## src/rtl/sdram_pkg.sv

```systemverilog
// Shared SDRAM definitions: controller command encoding and address field widths.
package sdram_pkg;

    typedef enum logic [1:0] {
        CMD_IDLE  = 2'd0,
        CMD_WRITE = 2'd1,
        CMD_READ  = 2'd2
    } cmd_e;

    localparam int BankWidth      = 2;
    localparam int RowWidth       = 13;
    localparam int ColWidth       = 10;
    localparam int SdramAddrWidth = BankWidth + RowWidth + ColWidth;

    function automatic cmd_e cmd_for(input logic is_write);
        return is_write ? CMD_WRITE : CMD_READ;
    endfunction

endpackage

```

## src/rtl/sdram_req_adapter_if.sv

```systemverilog
// Client-side request/response handshake of the SDRAM request adapter.
interface sdram_req_adapter_if #(
    parameter int AddrWidth = 25,
    parameter int DataWidth = 16
);
    logic                 req_valid_i;
    logic                 req_ready_o;
    logic                 req_write_i;
    logic [AddrWidth-1:0] req_addr_i;
    logic [DataWidth-1:0] req_wdata_i;
    logic                 rsp_valid_o;
    logic                 rsp_ready_i;
    logic                 rsp_write_o;
    logic [DataWidth-1:0] rsp_rdata_o;
    logic                 rsp_err_o;

    // The client drives requests and consumes responses.
    modport master (
        output req_valid_i, req_write_i, req_addr_i, req_wdata_i, rsp_ready_i,
        input  req_ready_o, rsp_valid_o, rsp_write_o, rsp_rdata_o, rsp_err_o
    );

    modport slave (
        input  req_valid_i, req_write_i, req_addr_i, req_wdata_i, rsp_ready_i,
        output req_ready_o, rsp_valid_o, rsp_write_o, rsp_rdata_o, rsp_err_o
    );
endinterface

```

## src/rtl/sdram_req_adapter.sv

```systemverilog
// Turns one client request at a time into a held controller command, waits for
// the matching completion pulse (or times out) and returns a single response.
module sdram_req_adapter
    import sdram_pkg::*;
#(
    parameter int TimeoutCycles = 4096,
    parameter int AddrWidth     = SdramAddrWidth,
    parameter int DataWidth     = 16
) (
    input  logic                 clk_i,
    input  logic                 rst_i,
    sdram_req_adapter_if.slave   bus,
    output logic [1:0]           ctrl_command_o,
    output logic [AddrWidth-1:0] ctrl_addr_o,
    output logic [DataWidth-1:0] ctrl_wdata_o,
    input  logic [DataWidth-1:0] ctrl_rdata_i,
    input  logic                 ctrl_read_valid_i,
    input  logic                 ctrl_write_done_i
);

    localparam int CntWidth = (TimeoutCycles > 1) ? $clog2(TimeoutCycles) : 1;
    localparam logic [CntWidth-1:0] CntLast = CntWidth'(TimeoutCycles - 1);

    typedef enum logic [1:0] {
        IDLE,
        WAIT_WR,
        WAIT_RD,
        RESP
    } state_e;

    state_e               state;
    cmd_e                 cmd;
    logic [CntWidth-1:0]  wait_cnt;
    logic [AddrWidth-1:0] addr_q;
    logic [DataWidth-1:0] wdata_q;
    logic                 req_ready;
    logic                 rsp_valid;
    logic                 rsp_write;
    logic [DataWidth-1:0] rsp_rdata;
    logic                 rsp_err;

    assign ctrl_command_o  = cmd;
    assign ctrl_addr_o     = addr_q;
    assign ctrl_wdata_o    = wdata_q;
    assign bus.req_ready_o = req_ready;
    assign bus.rsp_valid_o = rsp_valid;
    assign bus.rsp_write_o = rsp_write;
    assign bus.rsp_rdata_o = rsp_rdata;
    assign bus.rsp_err_o   = rsp_err;

    // Completion is checked before the timeout so a pulse in the final wait
    // cycle still yields a clean response; the counter therefore never wraps.
    always_ff @(posedge clk_i) begin
        if (rst_i) begin
            state     <= IDLE;
            cmd       <= CMD_IDLE;
            wait_cnt  <= '0;
            addr_q    <= '0;
            wdata_q   <= '0;
            req_ready <= 1'b1;
            rsp_valid <= 1'b0;
            rsp_write <= 1'b0;
            rsp_rdata <= '0;
            rsp_err   <= 1'b0;
        end else begin
            case (state)
                IDLE: begin
                    if (bus.req_valid_i && req_ready) begin
                        addr_q    <= bus.req_addr_i;
                        wdata_q   <= bus.req_wdata_i;
                        wait_cnt  <= '0;
                        cmd       <= cmd_for(bus.req_write_i);
                        req_ready <= 1'b0;
                        state     <= bus.req_write_i ? WAIT_WR : WAIT_RD;
                    end
                end
                WAIT_WR: begin
                    if (ctrl_write_done_i || wait_cnt == CntLast) begin
                        state     <= RESP;
                        cmd       <= CMD_IDLE;
                        rsp_valid <= 1'b1;
                        rsp_write <= 1'b1;
                        rsp_rdata <= '0;
                        rsp_err   <= !ctrl_write_done_i;
                    end else begin
                        wait_cnt <= wait_cnt + 1'b1;
                    end
                end
                WAIT_RD: begin
                    if (ctrl_read_valid_i || wait_cnt == CntLast) begin
                        state     <= RESP;
                        cmd       <= CMD_IDLE;
                        rsp_valid <= 1'b1;
                        rsp_write <= 1'b0;
                        rsp_rdata <= ctrl_read_valid_i ? ctrl_rdata_i : '0;
                        rsp_err   <= !ctrl_read_valid_i;
                    end else begin
                        wait_cnt <= wait_cnt + 1'b1;
                    end
                end
                RESP: begin
                    if (bus.rsp_ready_i) begin
                        state     <= IDLE;
                        rsp_valid <= 1'b0;
                        req_ready <= 1'b1;
                    end
                end
                default: begin
                    state     <= IDLE;
                    cmd       <= CMD_IDLE;
                    req_ready <= 1'b1;
                    rsp_valid <= 1'b0;
                end
            endcase
        end
    end

endmodule

```

## src/flat_wrapper.sv

```systemverilog
// flat-port wrapper written by rule: the top's interface ports become plain ports
module sdram_req_adapter_flat import sdram_pkg::*;
#(
    parameter int TimeoutCycles = 4096,
    parameter int AddrWidth     = SdramAddrWidth,
    parameter int DataWidth     = 16
)
  (clk_i, rst_i, ctrl_command_o, ctrl_addr_o, ctrl_wdata_o, ctrl_rdata_i, ctrl_read_valid_i, ctrl_write_done_i, bus_req_valid_i, bus_req_write_i, bus_req_addr_i, bus_req_wdata_i, bus_rsp_ready_i, bus_req_ready_o, bus_rsp_valid_o, bus_rsp_write_o, bus_rsp_rdata_o, bus_rsp_err_o);
  sdram_req_adapter_if #(.AddrWidth(AddrWidth), .DataWidth(DataWidth)) bus_i ();
  input  logic clk_i;
  input  logic rst_i;
  output logic [1:0] ctrl_command_o;
  output logic [AddrWidth-1:0] ctrl_addr_o;
  output logic [DataWidth-1:0] ctrl_wdata_o;
  input  logic [DataWidth-1:0] ctrl_rdata_i;
  input  logic ctrl_read_valid_i;
  input  logic ctrl_write_done_i;
  input wire logic [$bits(bus_i.req_valid_i)-1:0] bus_req_valid_i;
  input wire logic [$bits(bus_i.req_write_i)-1:0] bus_req_write_i;
  input wire logic [$bits(bus_i.req_addr_i)-1:0] bus_req_addr_i;
  input wire logic [$bits(bus_i.req_wdata_i)-1:0] bus_req_wdata_i;
  input wire logic [$bits(bus_i.rsp_ready_i)-1:0] bus_rsp_ready_i;
  output wire logic [$bits(bus_i.req_ready_o)-1:0] bus_req_ready_o;
  output wire logic [$bits(bus_i.rsp_valid_o)-1:0] bus_rsp_valid_o;
  output wire logic [$bits(bus_i.rsp_write_o)-1:0] bus_rsp_write_o;
  output wire logic [$bits(bus_i.rsp_rdata_o)-1:0] bus_rsp_rdata_o;
  output wire logic [$bits(bus_i.rsp_err_o)-1:0] bus_rsp_err_o;
  assign bus_i.req_valid_i = bus_req_valid_i;
  assign bus_i.req_write_i = bus_req_write_i;
  assign bus_i.req_addr_i = bus_req_addr_i;
  assign bus_i.req_wdata_i = bus_req_wdata_i;
  assign bus_i.rsp_ready_i = bus_rsp_ready_i;
  assign bus_req_ready_o = bus_i.req_ready_o;
  assign bus_rsp_valid_o = bus_i.rsp_valid_o;
  assign bus_rsp_write_o = bus_i.rsp_write_o;
  assign bus_rsp_rdata_o = bus_i.rsp_rdata_o;
  assign bus_rsp_err_o = bus_i.rsp_err_o;
  sdram_req_adapter #(.TimeoutCycles(TimeoutCycles), .AddrWidth(AddrWidth), .DataWidth(DataWidth)) u_core (.clk_i(clk_i), .rst_i(rst_i), .bus(bus_i), .ctrl_command_o(ctrl_command_o), .ctrl_addr_o(ctrl_addr_o), .ctrl_wdata_o(ctrl_wdata_o), .ctrl_rdata_i(ctrl_rdata_i), .ctrl_read_valid_i(ctrl_read_valid_i), .ctrl_write_done_i(ctrl_write_done_i));
endmodule
```

## config.mk

```make
export PLATFORM = sky130hd
export DESIGN_NAME = sdram_req_adapter_flat
export DESIGN_NICKNAME = d
export VERILOG_FILES = /design/src/rtl/sdram_pkg.sv /design/src/rtl/sdram_req_adapter_if.sv /design/src/rtl/sdram_req_adapter.sv /design/src/flat_wrapper.sv
export SDC_FILE = /design/constraint.sdc
export NUM_CORES = 1
export LEC_CHECK = 0
export BUFFER_PORTS_ARGS = -buffer_cell sky130_fd_sc_hd__buf_2
export CORE_MARGIN = 3
export CORE_UTILIZATION = 30
export CTS_CLUSTER_DIAMETER = 150
export DETAILED_ROUTE_END_ITERATION = 8
export PLACE_DENSITY = 0.51
export SLEW_MARGIN = 20
export SYNTH_ARGS = -nofsm -noshare
export SYNTH_HDL_FRONTEND = slang
export SYNTH_SLANG_ARGS = --single-unit
```

## constraint.sdc

```tcl
create_clock -name clk_i -period 1.8 [get_ports clk_i]
set_input_delay 0.36 -clock clk_i [delete_from_list [all_inputs] [get_ports clk_i]]
set_output_delay 0.36 -clock clk_i [all_outputs]
set_load 0.02 [all_outputs]
```

==> metrics.md <==
| Metric | Value |
|---|---|
| Status | finished clean |
| Worst skew pair latency | ~0.35 ns |
| Core ar. | 0.01060 mm² |
| FF+latch area | around 0.0015 mm² |
| Initial antenna violation count | 0 |
| First-pass GRT wire length | around 15 mm |
| Vias | roughly 3,200 |
| # clock sinks | just under 80 |
| WP data required | 2.08 ns |
| Largest net degree at the start of global routing | between 40 and 50 |
| Max clock buf depth | 2 |
| # IOs | between 100 and 150 |
| Maximum vdd drop | between 0.6 and 0.7 mV |
| Worst reg2reg path endpoint | u_core.bus.rsp_rdata_o[2] |
| R2r worst-path depth | 8 |
| Final Skew | 0.01129 ns |
| Post-cts hold buffer count | 0 |
| Synthesized area | roughly 0.0033 mm² |
| Distinct cells, synth | 41 |
| CTS Buf Count | 9 |
| Slew HR | around two thirds |
| Syn Nets | roughly 470 |
| Cells after Synth | 399 |
| Worst hold path startpoint | bus_req_addr_i[8] |
| Final #Nets | between 600 and 700 |
| Die Ht | 111.6 µm |
| Period utilisation layout | around 97% |
| Row cnt | 37 |
| Cell Chain, Critical Path | ha_4, and4_4, buf_6, and4_4, o21ai_4, clkbuf_16, nand2_4, a21oi_2 |
| Filler cells | 1,084 |
| Drt first-iter violations | between 200 and 250 |
| Power density cells | around 1500 mW/mm² |
| CTS clk-pin slew, worst paths | about 0.09 ns |
| DIE WIDTH | approximately 110 µm |
| Final Cell Area | between 0.004 and 0.005 mm² |
| Vias per cell | around 4.7 |
| DRT antenna net count | 0 |
| Fmax | 0.5717 GHz |
| Worst hold path type | in -> reg |
| Final HPWL DP | 6.689 mm |
| # Max-Cap Violations | 0 |
| Area of the multi-input gates | 0.001624 mm² |
| Seq cells post-synth | 77 |
| Clk root buf | clkbuf_8 |
| Worst EP arrival | between 2 and 2.5 ns |
| LEAKAGE | between 1.5 and 2 nW |
| Post-DP Area | ~0.0043 mm² |
| R2R Path Start | u_core.wait_cnt[1] |
| Die area | 0.01245 mm² |
| Crit path time final | ~1.7 ns |
| PortBufs | between 100 and 150 |
| Post-DR wirelength/cell | around 14 µm |
| Total track usage | around 15% |
| Slowest Stage Delay on Critical Path | 0.35 ns |
| Post-synthesis sequential area ratio | 46.11% |
| DRT Wirelength | between 9 and 10 mm |
| Worst-path fanout max | 8 |
| Setup crit end kind | flip-flop |
| Layout cells sized above 1 | about two fifths |
| GR Overflow Total | 0 |
| Initial Utilization | a little under a third |
| Worst R2R Setup Slack | around 0.051 ns |
| Ys Warns | 0 |
| Antenna cells | 0 |
| Top cell by count, worst path | and4_4 |
| Hold Path Sink | u_core.ctrl_addr_o[8] |
| Number of cells on the worst hold path | 3 |
| DR DRC count | 0 |
| Critical path buffers and inverters | 2 |
| TritonCTS clock tree | built |
| Syn_area_per_cell | ~8.4 µm² |
| Finish-stage setup viols | 0 |
| Number of global-route vias before repair | between 3,000 and 4,000 |
| RePlAce Congestion | ~0.77 |
| Worst-margin pin slew | slightly above 0.5 ns |
| Hold slack | about 0.23 ns |
| Area grow syn2layout | 38.06% |
| Fin. max-slew vios | 0 |
| DR pass1 iterations | 4 |
| CP Launch Type | flip-flop |
| Util after Layout | a little over two fifths |
| Non-filler cells, final | roughly 700 |
| Slowest-stage cell, CP | dfxtp_2 |
| Hold Violations, Final | 0 |
| CTS H-Tree Depth | 3 |
| Largest delay contributor family on the critical path | simple AND/OR/NAND/NOR gates |
| Total placed cells including tap cells | around 670 |
| Critical path type | reg -> reg |
| Power Total | 6.707 mW |
## sequential cells by signal, indices dropped and copies added, names as in the netlist
signal                  flops
u_core.bus.req_ready_o      1
u_core.ctrl_addr_o         25
u_core.state                2
u_core.bus.rsp_err_o        1
u_core.bus.rsp_write_o      1
u_core.bus.rsp_valid_o      1
u_core.bus.rsp_rdata_o     16
u_core.ctrl_command_o       2
u_core.wait_cnt            12
u_core.ctrl_wdata_o        16
## worst max path at each step
stage | start | depth (start not counted) | endpoint
after detailed placement | u_core.state[0] | 7 | u_core.wait_cnt[8]
after global routing | u_core.state[1] | 10 | u_core.bus.rsp_rdata_o[11]
after floorplan | u_core.wait_cnt[0] | 8 | u_core.wait_cnt[10]
after CTS | u_core.state[0] | 10 | u_core.bus.rsp_rdata_o[15]
final | u_core.wait_cnt[1] | 8 | u_core.bus.rsp_rdata_o[2]
after global placement | u_core.state[0] | 7 | u_core.wait_cnt[8]
## what timing repair did
| action | CTS | global route |
|---|---|---|
| pin swaps | 1 | 7 |
| resized for setup | 3 | 25 |
| hold endpoints to repair | 0 | 0 |
| setup endpoints to repair | 9 | 31 |
| cloned | 0 | 2 |
| buffers inserted | 0 | 3 |
## per-stage QoR
| stage | setup WS, ns | TNS, ns |
|---|---|---|
| floorplan | 0.001050 | 0 |
| global placement | -0.007923 | -0.007923 |
| detailed placement | -0.1059 | -0.3377 |
| CTS | 0.007367 | 0 |
| global route | -0.01201 | -0.02622 |
| finish | 0.05087 | 0 |
## cell families after synthesis
| family | Yosys count | share of synthesized area (%) |
|---|---|---|
| compound gates | 101 | 20.29 |
| fa+ha+maj | 6 | 2.245 |
| buf+inv | 47 | 7.859 |
| flops | 77 | 46.11 |
| mux | 4 | 1.235 |
| simple gates | 164 | 22.27 |
## layout by cell type (no fill, tap or decap), types with 3 or more instances in the layout
cell type    n
dfxtp_2      3
nor2_1       7
buf_12       4
a21oi_2      5
buf_6        3
mux2i_1      3
ha_4         3
buf_4       28
inv_1       15
a21oi_1     70
clkbuf_8    10
o21ai_0      4
nand4_1      4
nand2_1    105
o32ai_2      8
or3_1        6
dfxtp_1     73
ha_1         3
buf_2      126
nand3_1     25
## cells in the mapped netlist, drive strengths merged
| master | number | area [µm²] |
|---|---|---|
| dfxtp | 77 | 1541 |
| nand3 | 25 | 125.1 |
| nand4 | 5 | 46.29 |
| mux2 | 1 | 11.26 |
| o22ai | 1 | 6.260 |
| o2111ai | 1 | 8.760 |
| nor4 | 1 | 12.51 |
| nand2 | 107 | 401.6 |
| and2 | 2 | 13.77 |
| inv | 18 | 67.56 |
| or2 | 2 | 12.52 |
| buf | 10 | 105.1 |
| a21oi | 76 | 391.6 |
| nor2 | 7 | 26.28 |
| or3 | 6 | 37.54 |
| nand2b | 2 | 12.51 |
| dlymetal6s2s | 1 | 12.51 |
| a41oi | 2 | 32.53 |
| a211oi | 1 | 7.510 |
| mux2i | 3 | 30.03 |
| o22a | 1 | 8.760 |
| o32ai | 10 | 140.1 |
| clkbuf | 18 | 77.57 |
| a22oi | 1 | 7.510 |
| o21ai | 7 | 53.81 |
| ha | 6 | 75.07 |
| and4 | 3 | 31.28 |
| and3 | 2 | 12.51 |
| nor2b | 2 | 12.51 |
| o31ai | 1 | 21.27 |
## worst register-to-register path, cell delays in order (launching register included)
cell and delay (ns):
dfxtp_2 0.35, ha_4 0.16, and4_4 0.21, buf_6 0.13
and4_4 0.19, o21ai_4 0.26, clkbuf_16 0.21, nand2_4 0.05
a21oi_2 0.12
## area by class of cell
cell class / instances / share of cell area, %
multi-input combinational: 275 / 35.19
clock buffer: 10 / 2.982
inverter: 18 / 1.518
sequential: 77 / 33.56
tap: 136 / 3.687
timing repair buffer: 163 / 21.77
clock inverter: 5 / 1.301
## power by group
part	switching (mW)	total, mW	internal, mW
Clock	0.672	1.35	0.676
Combinational	1.86	3.24	1.38
Sequential	0.144	2.12	1.97
## routing by layer
metal / routed length, µm / global-route usage [%] / vias to the layer above
met2: 4498 / 24.57 / 97
met3: 530 / 3.098 / 16
met1: 4258 / 18.18 / 1476
li1: - / - / 1643
met5: 0 / 0 / -
met4: 228 / 6.407 / 0
Power figures use the tool's default switching activity.
